<file path="config.mk">
export PLATFORM = sky130hd
export DESIGN_NAME = score_keeper
export DESIGN_NICKNAME = d
export VERILOG_FILES = /design/src/rtl/score_keeper_pkg.sv /design/src/rtl/score_keeper_bcd_counter4.sv /design/src/rtl/score_keeper.sv
export SDC_FILE = /design/constraint.sdc
export NUM_CORES = 1
export LEC_CHECK = 0
export CORE_MARGIN = 5
export CORE_UTILIZATION = 30
export CTS_BUF_LIST = sky130_fd_sc_hd__clkbuf_4 sky130_fd_sc_hd__clkbuf_8
export DETAILED_ROUTE_END_ITERATION = 6
export GPL_ROUTABILITY_DRIVEN = 0
export HOLD_SLACK_MARGIN = 0.05
export SYNTH_ARGS = -nofsm -noshare
export SYNTH_HDL_FRONTEND = slang
export SYNTH_HIERARCHICAL = 1
export SYNTH_SLANG_ARGS = --single-unit
export TNS_END_PERCENT = 100
</file>
<file path="constraint.sdc">
create_clock -name clk -period 2.9 [get_ports clk]
set_clock_uncertainty 0.15 [all_clocks]
set_input_delay 0.58 -clock clk [delete_from_list [all_inputs] [get_ports clk]]
set_output_delay 0.58 -clock clk [all_outputs]
set_load 0.005 [all_outputs]
</file>
<file path="src/rtl/score_keeper_pkg.sv">
// score_keeper_pkg: shared state encodings, BCD limit and BCD increment helper
package score_keeper_pkg;
  typedef enum logic [1:0] {
    ST_IDLE = 2'd0,
    ST_PLAY = 2'd1,
    ST_OVER = 2'd2
  } state_e;

  localparam logic [15:0] BCD_MAX = 16'h9999;

  function automatic logic [15:0] bcd_inc(input logic [15:0] v);
    logic [15:0] r;
    logic c;
    r = v;
    c = 1'b1;
    for (int i = 0; i < 4; i++) begin
      if (c) begin
        if (r[4*i+:4] == 4'd9) r[4*i+:4] = 4'd0;
        else begin
          r[4*i+:4] = r[4*i+:4] + 4'd1;
          c = 1'b0;
        end
      end
    end
    return r;
  endfunction
endpackage

</file>
<file path="src/rtl/score_keeper_bcd_counter4.sv">
// bcd_counter4: saturating 4-digit BCD incrementer, clear wins over increment
module bcd_counter4
  import score_keeper_pkg::*;
(
  input  logic        clk,
  input  logic        rst,
  input  logic        clr,
  input  logic        inc,
  output logic [15:0] q
);
  logic [15:0] q_q, q_d;

  // next count: clear, saturating increment, or hold
  always_comb q_d = clr ? 16'h0000 : (inc && q_q != BCD_MAX) ? bcd_inc(q_q) : q_q;

  // count register
  always_ff @(posedge clk) q_q <= rst ? 16'h0000 : q_d;

  assign q = q_q;
endmodule

</file>
<file path="src/rtl/score_keeper.sv">
// score_keeper: game session FSM with BCD score, lives, miss tracking and countdown
module score_keeper
  import score_keeper_pkg::*;
#(
  parameter int TICK_DIV     = 100_000_000,
  parameter int GAME_SECONDS = 60,
  parameter int LIVES        = 3
) (
  input  logic        clk,
  input  logic        rst,
  input  logic        start,
  input  logic        guess_correct,
  input  logic        guess_wrong,
  input  logic        mole_change,
  output logic [15:0] score_bcd,
  output logic [2:0]  lives_left,
  output logic [6:0]  secs_left,
  output logic        playing,
  output logic        game_over
);
  localparam int TW = TICK_DIV > 1 ? $clog2(TICK_DIV) : 1;
  localparam logic [TW-1:0] TICK_LAST = TW'(TICK_DIV - 1);
  localparam logic [2:0] LIVES_INIT = 3'(LIVES);
  localparam logic [6:0] SECS_INIT = 7'(GAME_SECONDS);

  state_e state_q, state_d;
  logic [TW-1:0] tick_q, tick_d;
  logic [6:0] secs_q, secs_d;
  logic [2:0] lives_q, lives_d;
  logic armed_q, armed_d;
  logic in_play, launch, hit, lose, wrap;

  assign in_play = state_q == ST_PLAY;
  assign launch  = start && !in_play;
  assign hit     = in_play && guess_correct;
  // a wrong guess loses a life only without a hit; a miss needs an armed mole and no guess at all
  assign lose    = in_play && ((guess_wrong && !guess_correct) ||
                               (mole_change && armed_q && !guess_correct && !guess_wrong));
  assign wrap    = in_play && tick_q == TICK_LAST;

  // next-state: session launch, countdown, lives and arming; OVER freezes everything
  always_comb begin
    state_d = state_q;
    tick_d  = tick_q;
    secs_d  = secs_q;
    lives_d = lives_q;
    armed_d = armed_q;
    if (launch) begin
      state_d = ST_PLAY;
      tick_d  = '0;
      secs_d  = SECS_INIT;
      lives_d = LIVES_INIT;
      armed_d = 1'b0;
    end else if (in_play) begin
      tick_d  = wrap ? '0 : tick_q + 1'b1;
      secs_d  = wrap ? secs_q - 7'd1 : secs_q;
      lives_d = lose ? lives_q - 3'd1 : lives_q;
      armed_d = mole_change || (armed_q && !guess_correct && !guess_wrong);
      if ((wrap && secs_q == 7'd1) || (lose && lives_q == 3'd1)) state_d = ST_OVER;
    end
  end

  // session state registers
  always_ff @(posedge clk) begin
    if (rst) begin
      state_q <= ST_IDLE;
      tick_q  <= '0;
      secs_q  <= SECS_INIT;
      lives_q <= LIVES_INIT;
      armed_q <= 1'b0;
    end else begin
      state_q <= state_d;
      tick_q  <= tick_d;
      secs_q  <= secs_d;
      lives_q <= lives_d;
      armed_q <= armed_d;
    end
  end

  bcd_counter4 u_score (
    .clk (clk),
    .rst (rst),
    .clr (launch),
    .inc (hit),
    .q   (score_bcd)
  );

  assign lives_left = lives_q;
  assign secs_left  = secs_q;
  assign playing    = state_q == ST_PLAY;
  assign game_over  = state_q == ST_OVER;
endmodule

</file>
=== Word-level counts from Yosys, hierarchy flattened ===
Cells that the tools add are included.

* Flip-flop bits (word level): 56
* Bits in latches: 0
* RAM bits: 0
* ROM bits: 0
* Output and inout port bits: 28
* Memories: 0

* Add/sub/neg operators: 7
* $mul: 0
* Divide/modulo/power cells: 0
* Magnitude comparators: 0
* Equal/unequal tests: 10
* Shifts and indexed selects: 0
* Multiplexer cells: 13
* Bitwise logic cells: 0
* Reductions and logical operators: 29

{| class="wikitable"
|+ Operators with widths
! operator !! count
|-
| adder 27 x 1 -> 27 bit, second input constant || 1
|-
| equality test 27 bit, second input constant || 1
|-
| two-way mux 27 bit || 1
|-
| adder 4 x 1 -> 4 bit, second input constant || 4
|-
| equality test 4 bit, second input constant || 4
|-
| two-way mux 4 bit || 4
|-
| inequality test 16 bit, second input constant || 1
|-
| AND reduction 2 bit || 7
|-
| logical AND 1 bit || 13
|-
| two-way mux 1 bit || 8
|-
| equality test 7 x 1 -> 1 bit, second input constant || 1
|-
| subtractor 7 x 1 -> 7 bit, second input constant || 1
|-
| nonzero test 2 bit || 2
|-
| equality test 3 x 1 -> 1 bit, second input constant || 1
|-
| zero test 1 bit || 3
|-
| logical OR 1 bit || 3
|-
| subtractor 3 x 1 -> 3 bit, second input constant || 1
|-
| equality test 2 x 1 -> 1 bit, second input constant || 1
|-
| equality test 2 bit, second input constant || 1
|-
| OR reduction 2 bit || 1
|}

=== Logic depth before layout (Yosys ltp) ===
* Depth after elaboration: 10
* Mapped depth: 7
* Gate-level depth less buffers: 7

=== By module ===
The synthesis kept the hierarchy.

{| class="wikitable"
|+ By module, submodules not included
! module !! times used !! cells an instance !! area each (um^2) !! sequential area each (um^2)
|-
| score_keeper || 1 || 230 || 2035.7 || 800.8
|-
| bcd_counter4 || 1 || 104 || 914.6 || 320.3
|}

=== Worst setup path before layout ===
Ideal clock, no wire load.

* Kind: flip-flop to flip-flop
* From: reg state_q[1]
* To: reg u_score.q_q[11] (netlist: u_score/q[11])
* Arrival time: 1.791 ns
* Data required time: 2.676 ns
* Slack: 0.885 ns
* Cell stages (with the launch flop): 8
* Path buffers: 0
* Period minus slack after synthesis: 2.015 ns
* Cell sequence: dfxtp_1 > nand2b_2 > inv_1 > and2_1 > and4bb_2 > nand4_1 > or3_1 > a31oi_1

* Cells in the longest elaborated chain, start to end: 4
* Elaborated cells on any way between the ends: 7
* Classes of those cells: eq/ne (1); reduce/logical (6)

{| class="wikitable"
|+ RTL lines
! item !! RTL line !! text
|-
| start: declaration || score_keeper.sv:26 || <nowiki>state_e state_q, state_d;</nowiki>
|-
| start signal: assignment || score_keeper.sv:72 || <nowiki>state_q <= state_d;</nowiki>
|-
| equality test 2 x 1 -> 1 bit || n/a ||
|-
| named net playing || score_keeper.sv:18 || <nowiki>output logic playing,</nowiki>
|-
| logical AND 1 bit || score_keeper.sv:35 || <nowiki>assign hit = in_play && guess_correct;</nowiki>
|-
| named net hit || score_keeper.sv:31 || <nowiki>logic in_play, launch, hit, lose, wrap;</nowiki>
|-
| logical AND 1 bit || score_keeper_bcd_counter4.sv:14 || <nowiki>always_comb q_d = clr ? 16'h0000 : (inc && q_q != BCD_MAX) ? bcd_inc(q_q) : q_q;</nowiki>
|-
| AND reduction 2 bit (no line) || n/a ||
|-
| end signal: assignment || score_keeper_bcd_counter4.sv:17 || <nowiki>always_ff @(posedge clk) q_q <= rst ? 16'h0000 : q_d;</nowiki>
|-
| end: declaration || score_keeper_bcd_counter4.sv:11 || <nowiki>logic [15:0] q_q, q_d;</nowiki>
|}

The timed path passes the listed nets, and every way through them passes these cells.
A chain may end at the register's enable or synchronous reset.

=== Worst setup path in the final report ===
* From: reg state_q[1]
* To: out playing

* Cells in the longest elaborated chain, start to end: 1

{| class="wikitable"
|+ RTL lines
! item !! RTL line !! text
|-
| equality test 2 x 1 -> 1 bit || score_keeper.sv:90 || <nowiki>assign playing = state_q == ST_PLAY;</nowiki>
|-
| end: declaration || score_keeper.sv:18 ||
|}

Every way passes these cells.

==> metrics.md <==
| Metric | Value |
|---|---|
| Vias per std cell | 4.90 |
| N_diodes | 0 |
| Clock Tree Root | clkbuf_8 |
| Top post-synthesis cells by area | dfxtp_1, xnor2_1, nor2_1 |
| Distinct cells, synth | 63 |
| Die Width | roughly 110 um |
| Largest family of logic cells by synthesized area | simple AND/OR/NAND/NOR gates |
| Placed Cells | 490 |
| Smallest setup slack after layout | between 0.5 and 0.6 ns |
| Die ar. | roughly 12000 um^2 |
| Pre-antenna DRT Iters | 4 |
| Final period demand of the worst path | about 2.4 ns |
| Mux cell area share after synthesis | 0.0174 |
| Final Total Pwr | around 1.3 mW |
| HPWL after detailed placement | roughly 4.3 mm |
| Die Height | 109 um |
| Ys flop type | dfxtp_1 |
| Max stage delay on crit path | approximately 0.54 ns |
| Mapped Cells | 334 |
| M2 GR Usage | 0.174 |
| Pre-CTS setup slack | approximately 0.32 ns |
| Synth Area in Simple Gates | 0.348 |
| # nets final | 375 |
| Arrival @ worst endpoint | between 1.5 and 2 ns |
| Core Rows | 36 |
| Status | finished clean |
| Hold Crit Class | flip-flop to flip-flop |
| Worst slew pin tran | around 0.58 ns |
| Synth Area in Compound Gates | 0.110 |
| Total congestion overflow | 0 |
| Max-slew violations | 0 |
| Critical Path RT | between 2 and 2.5 ns |
| Hold-fix buffers at CTS | 0 |
| Hold path start | state_q[1]$_SDFFE_PP0P_ |
| WHS | approximately 0.37 ns |
| Most frequent cell after synthesis | dfxtp_1 |
| Initial Utilization | 0.305 |
| Clock Tree Buf Depth | 2 |
| Post-Syn Nets | approximately 350 |
| CORE AREA | around 9700 um^2 |
| Max Cap Viol | 0 |
| Routed WL | 6.03 mm |
| Fin. Hold Viols | 0 |
| Top cell type's share of synthesized area | 0.380 |
| Setup violation total in the final timing report | 0 |
| CP Class | flip-flop to primary output |
| Total I/O pin count | 34 |
| Global route hottest layer | met2 |
| M1 GR Usage | 0.133 |
| ANT nets after route | 0 |
| VDD IR-drop max | ~0.00019 V |
| Setup Fix Bufs, Post-CTS | 0 |
| FF-to-FF Start | state_q[1]$_SDFFE_PP0P_ |
| Synthesized area | between 2000 and 3000 um^2 |
| Synth top cells by count | dfxtp_1, nor2_1, nand2_1 |
| Buf+Inv Stages, Crit Path | 2 |
| XOR/XNOR Fraction of Synth Area | 0.0772 |
| Number of antenna violations at the first check in global routing | 0 |
| Kind of cell adding the most delay to the critical path | buffers and inverters |
| Clk sinks | 56 |
| Via count | ~2400 |
| Share of cells above drive strength 1 | 0.0986 |
| Final setup TNS | 0 ns |
| Crit share post-route | 0.812 |
| TritonCTS clock tree | built |
| Adder-cell share of the synthesized area | 0.0212 |
| Setup crit end kind | primary output |
| Clock Latency Late Sink | between 0.3 and 0.4 ns |
| FMAX | roughly 0.42 GHz |
| Number of flops mapped to enable cells by yosys | 0 |
| Crit path cell chain | nand2b_2 > inv_1 > clkdlybuf4s50_1 |
| Wirelength per Cell | 12.1 um |
| H-tree levels | 2 |
| Slew HR | 0.611 |
| Number of remaining DRC errors | 0 |
| Leakage power | 1.15 nW |
| GRT Overall Usage | 0.104 |
| Yosys reg bits | 56 |
| Largest net degree at the start of global routing | 19 |
| I/O Buffers | 33 |
| Ys Warns | 6 |
| First-pass GRT wire length | slightly above 10 mm |
| Non-filler cells, final | 498 |
| RSZ-0062 raised after global routing | false |
| GR Util met3 | 0.0231 |
| Detailed Route Iter0 Violations | about 120 |
| Clock buffer count from CTS | 5 |
| Worst-path clk slew | about 0.10 ns |
| PwrDens | approximately 370 nW/um^2 |
| CP Max Fanout | 8 |
| Startpoint types | flip-flop |
| Asr flop ratio synth | 0 |
| Syn-to-layout area delta | 17.8% |
| Seq/Total Area, Yosys | 0.380 |
| Vias in the first global route | 2203 |
| Post-CTS Resized | 0 |
| Post-Syn Area per Cell | around 8.8 um^2 |
| Post-synth top area cell | dfxtp_1 |
| Worst Setup SP | state_q[1]$_SDFFE_PP0P_ |
| Worst path slowest cell | clkdlybuf4s50_1 |
worst register-to-register path, stage by stage, from the launching register on:
cell and delay (ns):
dfxtp_1 0.34, nand2b_2 0.25, inv_1 0.19, and2_1 0.29, and4bb_2 0.31, nand4_1 0.16
or3_1 0.39, a31oi_1 0.16
registers in the layout, indices dropped and copies added, names as in the netlist:
signal	flops
tick_q	27
u_score/q	16
secs_left	7
lives_left	3
state_q	2
armed_q	1
where the power goes:
group	switching, mW	internal, mW
clock	0.260	0.194
sequential	0.00486	0.772
combinational	0.0326	0.0220
area by class of cell:
| class | count | area (um^2) |
|---|---|---|
| inverter | 16 | 60.1 |
| tap | 133 | 166 |
| multi-input combinational | 251 | 1690 |
| timing repair buffer | 34 | 338 |
| clock inverter | 2 | 15.0 |
| sequential | 56 | 1120 |
| clock buffer | 6 | 82.6 |
| fill | 971 | 6210 |
layout by cell type (no fill, tap or decap), types with 3 or more instances in the layout:
| master | netlist | layout |
|---|---|---|
| nand2_1 | 26 | 26 |
| o21ai_1 | 3 | 3 |
| dfxtp_1 | 56 | 56 |
| nand4_1 | 7 | 7 |
| nor4_2 | 4 | 4 |
| o31ai_1 | 4 | 4 |
| clkdlybuf4s50_1 | 0 | 33 |
| xor2_1 | 7 | 7 |
| and2_1 | 5 | 5 |
| nor3_1 | 15 | 15 |
| xnor2_1 | 19 | 19 |
| nor4_1 | 4 | 4 |
| mux2i_1 | 4 | 4 |
| o21ai_0 | 9 | 9 |
| clkbuf_8 | 0 | 6 |
| or3_1 | 5 | 5 |
| ha_1 | 5 | 5 |
| a211oi_1 | 3 | 3 |
| and4_1 | 6 | 6 |
| nand3_1 | 12 | 12 |
| inv_1 | 16 | 16 |
| a31oi_1 | 3 | 3 |
| nor2b_1 | 4 | 4 |
| nor2_1 | 42 | 42 |
| a21oi_1 | 19 | 19 |
routing by layer:
metal | vias to the layer above | routed length, um | share of wire
met5 | - | 0 | 0
met4 | 0 | 52 | 0.0086
met3 | 5 | 271 | 0.045
met2 | 38 | 2840 | 0.47
met1 | 1156 | 2860 | 0.47
li1 | 1240 | - | -
metrics by stage:
stage / util / cell area, um^2
after global routing: 0.359 / 3480
after CTS: 0.359 / 3480
final: 0.359 / 3480
after floorplan: - / 2950
after detailed placement: 0.349 / 3380
after global placement: 0.349 / 3380
cell families after synthesis:
kind of cell / after synthesis
buf+inv: 27
xor+xnor: 26
flops: 56
fa+ha+maj: 5
simple gates: 164
mux: 5
compound gates: 51
worst paths after layout:
path	to	slack, ns	cells past startpoint
min reg2reg	state_q[1]$_SDFFE_PP0P_	0.37	2
max	playing	0.54	3
max reg2reg	u_score/q[11]$_SDFFE_PP0P_	0.59	7
min	state_q[1]$_SDFFE_PP0P_	0.37	2
No activity file was read; power rests on OpenSTA's default activity.
